## config.mk

```make
export PLATFORM = sky130hd
export DESIGN_NAME = fifo_stream_reader
export DESIGN_NICKNAME = d
export VERILOG_FILES = /design/src/rtl/fifo_stream_reader.sv
export SDC_FILE = /design/constraint.sdc
export NUM_CORES = 1
export LEC_CHECK = 0
export ABC_AREA = 0
export BUFFER_PORTS_ARGS = -buffer_cell sky130_fd_sc_hd__buf_4
export CAP_MARGIN = 20
export CORE_ASPECT_RATIO = 0.9
export CORE_MARGIN = 3
export CORE_UTILIZATION = 30
export DETAILED_ROUTE_END_ITERATION = 12
export GPL_TIMING_DRIVEN = 0
export PLACE_DENSITY = 0.49
export RECOVER_POWER = 25
export SLEW_MARGIN = 20
export SYNTH_ARGS = -nofsm -noshare
export SYNTH_HDL_FRONTEND = slang
export SYNTH_SLANG_ARGS = --single-unit
```

## constraint.sdc

```tcl
create_clock -name clk -period 2.1 [get_ports clk]
set_input_delay 0.315 -clock clk [delete_from_list [all_inputs] [get_ports clk]]
set_output_delay 0.315 -clock clk [all_outputs]
set_load 0.1 [all_outputs]
```

## src/rtl/fifo_stream_reader.sv

```systemverilog
// fifo_stream_reader
// Read-side adapter for the common synchronous FIFO. It drives the FIFO
// read enable, absorbs the FIFO's fixed one-cycle read latency, and
// presents the words as a valid/ready stream through a small circular
// skid buffer. Consumer backpressure never drops a word. A consumer that
// stays ready still receives one word per cycle.
//
// Read credit: a read is only issued when the buffer is guaranteed to
// have room for the returning word. That guarantee counts the words
// already buffered, plus the read still in flight, minus any word leaving
// this cycle.
//
// Optional build macro: FIFO_STREAM_READER_REG_RE_EN
//   When defined, the credit check ignores the word leaving this cycle.
//   This removes the combinational out_ready -> fifo_re path. It needs
//   BUF_DEPTH >= 3 to keep one word per cycle.

module fifo_stream_reader #(
  parameter int WIDTH     = 8,
  parameter int BUF_DEPTH = 2
) (
  input  logic                           clk,
  input  logic                           reset,
  output logic                           fifo_re,
  input  logic                           fifo_empty,
  input  logic                           fifo_rvalid,
  input  logic [WIDTH-1:0]               fifo_rdata,
  output logic                           out_valid,
  input  logic                           out_ready,
  output logic [WIDTH-1:0]               out_data,
  output logic [$clog2(BUF_DEPTH+1)-1:0] buf_count,
  output logic [31:0]                    words_out
);

  localparam int CW = $clog2(BUF_DEPTH + 1);
  localparam int PW = (BUF_DEPTH > 1) ? $clog2(BUF_DEPTH) : 1;
  localparam logic [PW-1:0] LAST_PTR = PW'(BUF_DEPTH - 1);
  localparam logic [CW-1:0] FULL_OCC = CW'(BUF_DEPTH);
  localparam logic [CW:0]   CREDIT_LIMIT = (CW + 1)'(BUF_DEPTH);

  generate
    if (BUF_DEPTH < 2 || BUF_DEPTH > 8) begin : g_bad_depth
      $error("fifo_stream_reader: BUF_DEPTH must be in the range 2..8");
    end
  endgenerate

  logic [WIDTH-1:0] mem [BUF_DEPTH];
  logic [PW-1:0]    wr_ptr;
  logic [PW-1:0]    rd_ptr;
  logic [CW-1:0]    occ;
  logic [CW-1:0]    occ_next;
  logic             pending;
  logic             drop_rvalid;
  logic             push;
  logic             pop;
  logic [CW:0]      committed;

  function automatic logic [PW-1:0] ptr_inc(input logic [PW-1:0] p);
    return (p == LAST_PTR) ? '0 : p + PW'(1);
  endfunction

  // Handshakes: a returning word is captured unless it belongs to a read
  // issued across reset; a word leaves whenever the head is valid and taken.
  always_comb begin
    push      = fifo_rvalid & ~drop_rvalid;
    out_valid = (occ != '0);
    pop       = out_valid & out_ready;
    out_data  = mem[rd_ptr];
    buf_count = occ;
  end

  // Read credit: issue a read only when the returning word is sure to fit.
  always_comb begin
    committed = {1'b0, occ} + {{CW{1'b0}}, pending};
`ifdef FIFO_STREAM_READER_REG_RE_EN
    fifo_re = ~fifo_empty & (committed < CREDIT_LIMIT);
`else
    fifo_re = ~fifo_empty & ((committed - {{CW{1'b0}}, pop}) < CREDIT_LIMIT);
`endif
  end

  // Occupancy bookkeeping: a push and a pop together leave it unchanged.
  always_comb begin
    occ_next = occ;
    case ({push, pop})
      2'b10:   occ_next = occ + CW'(1);
      2'b01:   occ_next = occ - CW'(1);
      default: occ_next = occ;
    endcase
  end

  // Control state: pointers, occupancy, in-flight flag and delivered count.
  always_ff @(posedge clk) begin
    if (reset) begin
      wr_ptr      <= '0;
      rd_ptr      <= '0;
      occ         <= '0;
      pending     <= 1'b0;
      drop_rvalid <= 1'b1;
      words_out   <= '0;
    end else begin
      drop_rvalid <= 1'b0;
      pending     <= fifo_re & ~fifo_empty;
      occ         <= occ_next;
      if (push) begin
        wr_ptr <= ptr_inc(wr_ptr);
      end
      if (pop) begin
        rd_ptr    <= ptr_inc(rd_ptr);
        words_out <= words_out + 32'd1;
      end
    end
  end

  // Skid storage: data only, so it needs no reset.
  always_ff @(posedge clk) begin
    if (!reset && push) begin
      mem[wr_ptr] <= fifo_rdata;
    end
  end

  // The credit rule must make a push into a full buffer impossible.
  always_ff @(posedge clk) begin
    if (!reset) begin
      a_no_overflow: assert (!(push && occ == FULL_OCC));
    end
  end

endmodule

```

==> flow_summary.ini, run 1 <==
[synthesis]
synthFlopType = dfxtp_1
synth_most_common_cell = dfxtp_1
synthTopCellsByCount = 39 x dfxtp_1, 25 x a21oi_1, 18 x nand2_1
synth_seq_cells = 55
syn_inst = 237
seq_area_frac_synth_pct = 52.34
synth_edf_count = 16
ys_warn_count = 0
syn_area_um2 = 2410
synth_nets = 254
synth_cell_types = 35
synth_async_sr_flop_share_pct = 0
synth_top_area_share_pct = 32.40
ys_top_cells_by_area = dfxtp_1 32%, edfxtp_1 20%, a21oi_1 5.2%
synth.avg_cell_area_um2 = 10.17
synth_top_cell_by_area = dfxtp_1

[grt]
grt.total_usage_pct = 13.13
grt_pass1_wl_mm = 9.680
grt_max_degree = 18
grt_pass1_vias = 1935
grt_overflow_total = 0
antenna_found_initial = 0

[drt]
vias_per_cell = 5.055
vias = 2022
drt_iter0_drc = 67
route.detailed.drc = 0
firstDrtPassIters = 4
antenna_left = 0
drt-total-wl_mm = 5.840
wl_per_cell_um = 14.60

[floorplanning]
start_util_pct = 31.47
die_area_um2 = 9146
rows = 30
die_w_um = 100.5
die_h_um = 91.03
pin_count = 57
core_um2 = 7657

[cells_and_area]
nets = 320
stdcell_count = 400
multiInputGateArea_um2 = 1192
diodes = 0
regArea_um2 = 1330
fillers = 793
fin_util_pct = 42.81
syn_to_final_growth_pct = 36.03
drive_above_1_share_pct = 42.11
design_area_um2 = 3278

[placed_design]
dpl.hpwl_mm = 4.169
pre_cts_ws_ps = -328.6
place_inst = 389
placement.cell_area_um2 = 3095
port_buffers = 56
finalWeightedCongestion = 0.7861

[outcome]
outcome = complete, but fails checks
violations = negative setup slack

[sta]
finClkSkew_ps = 16.67
hold_slack_ps = 189.8
finalCriticalPeriod_ps = 2537
relSlewSlack_pct = 54.50
hold_viol = 0
fin_ws_ps = -437.5
worst_slew_pin_slew_ps = 678.8
drv_slew = 0
finalCritPeriodShare_pct = 120.8
final-setup-viol-count = 3
grt_setup_unrepaired = yes
max_freq_mhz = 394.1

[clock_tree]
h-tree-depth = 2
clkLatencyLatePin_ps = 310
clockBufferDepth = 2
numCtsBuffers = 5
cts-root-buf = clkbuf_8
clock_sinks = 55
clkSlewWorstSetupHoldPaths_ps = 100
hold_buffers = 0
cts_tree = yes

[setup_path]
path_class = reg -> out
endpoint_kind = primary output
critPathMaxFanout = 2
worstPathArrival_ps = 2220
worstSetupStartpoint = buf_count[1]$_SDFFE_PP0P_
start_kind = flop
cp.required_ps = 1780
r2r-start = buf_count[1]$_SDFFE_PP0P_

[hold_path]
hp-class = in -> reg
min-delay-start = reset

[run]
maxCapViolCount = 0

[power_and_ir_drop]
powerDensity_nw_per_um2 = 850.8
ir_drop_mv = 0.3484
power.leakage_nw = 1.110
per-stage QoR:
stage / power (mW) / TNS [ps]
final: 2.789 / -502.6
after global routing: 2.931 / -1005
after CTS: 2.827 / -480.3
after detailed placement: 2.169 / -719.3
after global placement: 2.162 / -1491
after floorplan: 1.991 / -1647
area by class of cell:
class	count	area share, %
Sequential cell	55	40.57
Multi-Input combinational cell	165	36.37
Timing Repair Buffer	60	14.01
Tap cell	96	3.664
Clock buffer	6	2.214
Buffer	10	1.947
Inverter	6	0.6870
Clock inverter	2	0.5344
what timing repair did:
action,4_1_cts,5_1_grt
pin swaps,2,7
setup endpoints to repair,8,12
gates resized for setup,11,13
setup buffers,3,1
cloned,0,0
path summary, 6_finish.rpt:
kind / to / depth (start not counted) / slack (ps)
setup / recovery: fifo_re / 7 / -440
hold / removal: drop_rvalid$_DFF_P_ / 1 / 190
setup reg to reg: words_out[24]$_SDFFE_PP0P_ / 7 / -40
hold reg to reg: words_out[23]$_SDFFE_PP0P_ / 2 / 490
sequential cells by signal (all words and copies together) (netlist names), named ones only:
name,count
words_out,32
mem,16
buf_count,2
drop_rvalid,1
pending,1
rd_ptr,1
wr_ptr,1
worst max-delay path, cell delays in order (launching register included):
cell      delay (ps)
dfxtp_4          360
o21a_4           220
ha_4             200
nand2b_4         130
fa_2             370
xor2_2           190
nor3b_4          240
buf_12           200
cells by family (layout without fill, tap and decap cells):
family | Yosys count | in the layout | synth area share (%)
flip-flops | 55 | 55 | 52.34
AND/OR/NAND/NOR | 89 | 89 | 21.08
AO/OA/AOI/OAI | 51 | 51 | 12.72
adder cells (fa/ha/maj) | 4 | 4 | 2.389
buffers and inverters | 17 | 84 | 2.960
XOR/XNOR | 12 | 12 | 4.361
multiplexers | 9 | 9 | 4.154
report_power, final:
group	internal (mW)	switching [mW]
combinational	0.327	0.707
sequential	1.13	0.0307
clock	0.241	0.349
per-layer routing:
layer | GRT usage, % | vias up | part of all wire, %
met5 | 0 | - | 0
met4 | 3.143 | 0 | 1.1
met3 | 2.919 | 7 | 4.2
met2 | 19.59 | 44 | 44
met1 | 19.19 | 953 | 51
li1 | - | 1018 | -
cell usage in the layout, fill, tap and decap left out, types with 3 or more instances in the layout:
cell and instances:
buf_4 49, a21oi_1 22, nand2_1 17, edfxtp_1 16, dfxtp_2 16, nor2_1 14, dfxtp_4 13, or4_1 12
o31ai_1 10, dfxtp_1 10, clkbuf_1 9, o21ai_0 9, or3_1 9, nand4_1 9, mux2_2 8, xnor2_1 8
clkbuf_4 8, inv_1 6, clkbuf_8 5, and4_1 4, nand3_1 4, buf_6 4, nor3_1 4, xor2_1 3
a21oi_2 3
Power figures use the tool's default switching activity.
==> run 2: changes to the inputs <==
--- a/config.mk
+++ b/config.mk
@@ -15,6 +15,7 @@
 export GPL_TIMING_DRIVEN = 0
 export PLACE_DENSITY = 0.49
 export RECOVER_POWER = 25
+export SKIP_LAST_GASP = 1
 export SLEW_MARGIN = 20
 export SYNTH_ARGS = -nofsm -noshare
 export SYNTH_HDL_FRONTEND = slang
==> run 2 against run 1 <==
  * The run still ends with negative setup slack left
  * Global-route usage unchanged
  * Sequential cell count stayed put
  * Clock skew is 2.1 ps lower
  * Combinational power about the same
  * Non-clock buffer count up 3
  * Power increased by 0.82%
  * Sequential power is essentially flat
  * Worst hold slack gained 0.75 ps
  * Fmax rose by 1.4%
  * Count of clock-buffer cells in the layout is the same
  * Cell count up 0.75%
  * Largest cell class unchanged
  * Largest power group unchanged
==> flow_summary.ini, run 2 (synthesis gave the netlist of run 1 again) <==
[cells_and_area]
diodes = 0
nets = 323
final_cell_mix = 50 x buf_4, 22 x a21oi_1, 17 x nand2_1
final_common_cell = buf_4
largest_reg_flops = 32
fin_util_pct = 44.13
syn_to_final_growth_pct = 40.24
regMostFlops = words_out
drive_above_1_share_pct = 44.95

[setup_path]
critPathMaxFanout = 2
r2r_slack_ps = -10
worstPathArrival_ps = 2190
start_kind = flop
r2r-start = buf_count[1]$_SDFFE_PP0P_
worstSetupStartpoint = buf_count[1]$_SDFFE_PP0P_
path_class = reg -> out
rr_endpoint = words_out[24]$_SDFFE_PP0P_
cp.required_ps = 1780
reg2regPathDepth = 7
endpoint_kind = primary output

[sta]
max_freq_mhz = 399.6
relSlewSlack_pct = 54.27
tns_ps = -412.7
grt_setup_unrepaired = yes
finalCriticalPeriod_ps = 2503
finClkSkew_ps = 14.54
fin_ws_ps = -402.8
drv_slew = 0
hold_viol = 0
worst_slew_pin_slew_ps = 682.2
finalCritPeriodShare_pct = 119.2
final-setup-viol-count = 2

[drt]
drt_iter0_drc = 74
route.met2.wl_mm = 2.597
vias_per_cell = 5.124
route.detailed.drc = 0
firstDrtPassIters = 4
antenna_left = 0
dr_wl_met3_um = 387
top_layer = met4
drt-total-wl_mm = 5.928
vias = 2065
met1_length_mm = 2.902
wl_per_cell_um = 14.71

[grt]
grt_overflow_total = 0
grt_max_degree = 18
grt_pass1_vias = 1935
grt.total_usage_pct = 13.13
antenna_found_initial = 0
grt_pass1_wl_mm = 9.680

[power_and_ir_drop]
power_mw = 2.812
power.leakage_nw = 1.142
powerDensity_nw_per_um2 = 832.1
ir_drop_mv = 0.3627

[clock_tree]
clockBufferDepth = 2
cts_tree = yes
numCtsBuffers = 5
cts-root-buf = clkbuf_8
clock_sinks = 55
clkLatencyLatePin_ps = 310
h-tree-depth = 2
clkSlewWorstSetupHoldPaths_ps = 100

[placed_design]
port_buffers = 56
pre_cts_ws_ps = -328.6
dpl.hpwl_mm = 4.169
finalWeightedCongestion = 0.7861

[run]
maxCapViolCount = 0

[floorplanning]
die_w_um = 100.5
die_h_um = 91.03
start_util_pct = 31.47
core_um2 = 7657
die_area_um2 = 9146
pin_count = 57
rows = 30

[hold_path]
hp-class = in -> reg
hold_depth = 1
min_to = drop_rvalid$_DFF_P_
min-delay-start = reset

[outcome]
violations = negative setup slack
outcome = complete, but fails checks
-- run 2: cell count changes in the layout (fill, tap and decap cells not counted), sizes merged --
cell    delta
buf        +2
clkbuf     +1
-- run 2: worst max-delay path by stage --
stage	slack, ps	endpoint	depth (start not counted)
6_report	-400	fifo_re	7
5_1_grt	-500	fifo_re	7
4_1_cts	-480	fifo_re	8
3_5_place_dp	-330	fifo_re	8
3_3_place_gp	-320	fifo_re	8
2_1_floorplan	-850	fifo_re	7
-- run 2: where the power goes --
part	switching [mW]	internal [mW]
Sequential	0.0319	1.14
Clock	0.344	0.240
Combinational	0.716	0.344
-- run 2: what timing repair did --
action	4_1_cts	5_1_grt
gates resized for setup	9	28
cloned	0	1
hold buffers	0	0
pin swaps	2	10
buffers inserted	3	3
setup endpoints to repair	8	17
-- run 2: final cells by class --
type | count | area [µm²]
Sequential cell | 55 | 1330
Multi-Input combinational cell | 165 | 1242
Clock inverter | 2 | 17.52
Inverter | 6 | 22.52
Timing Repair Buffer | 63 | 506.7
Fill cell | 780 | 4278
Clock buffer | 6 | 72.57
Tap cell | 96 | 120.1
Buffer | 10 | 67.56
-- run 2: critical path, cell delays in order (launching register included) --
cell      delay, ps
dfxtp_4         360
o21a_4          220
ha_4            200
nand2b_4        130
fa_2            370
xor2_2          170
nor3b_4         240
buf_12          200
-- run 2: stage by stage --
step / instances / hold slack (ps) / area, µm²
after global placement: 389 / 459.6 / 3085
final: 403 / 190.5 / 3379
after CTS: 400 / 137.1 / 3239
after detailed placement: 389 / 460.6 / 3095
after floorplan: 237 / 342.7 / 2545
after global routing: 403 / 182.8 / 3379
-- run 2: routing by layer --
metal	GRT usage, %	vias to the layer above
met1	19.19	978
li1	-	1023
met2	19.59	59
met3	2.919	5
met5	0	-
met4	3.143	0
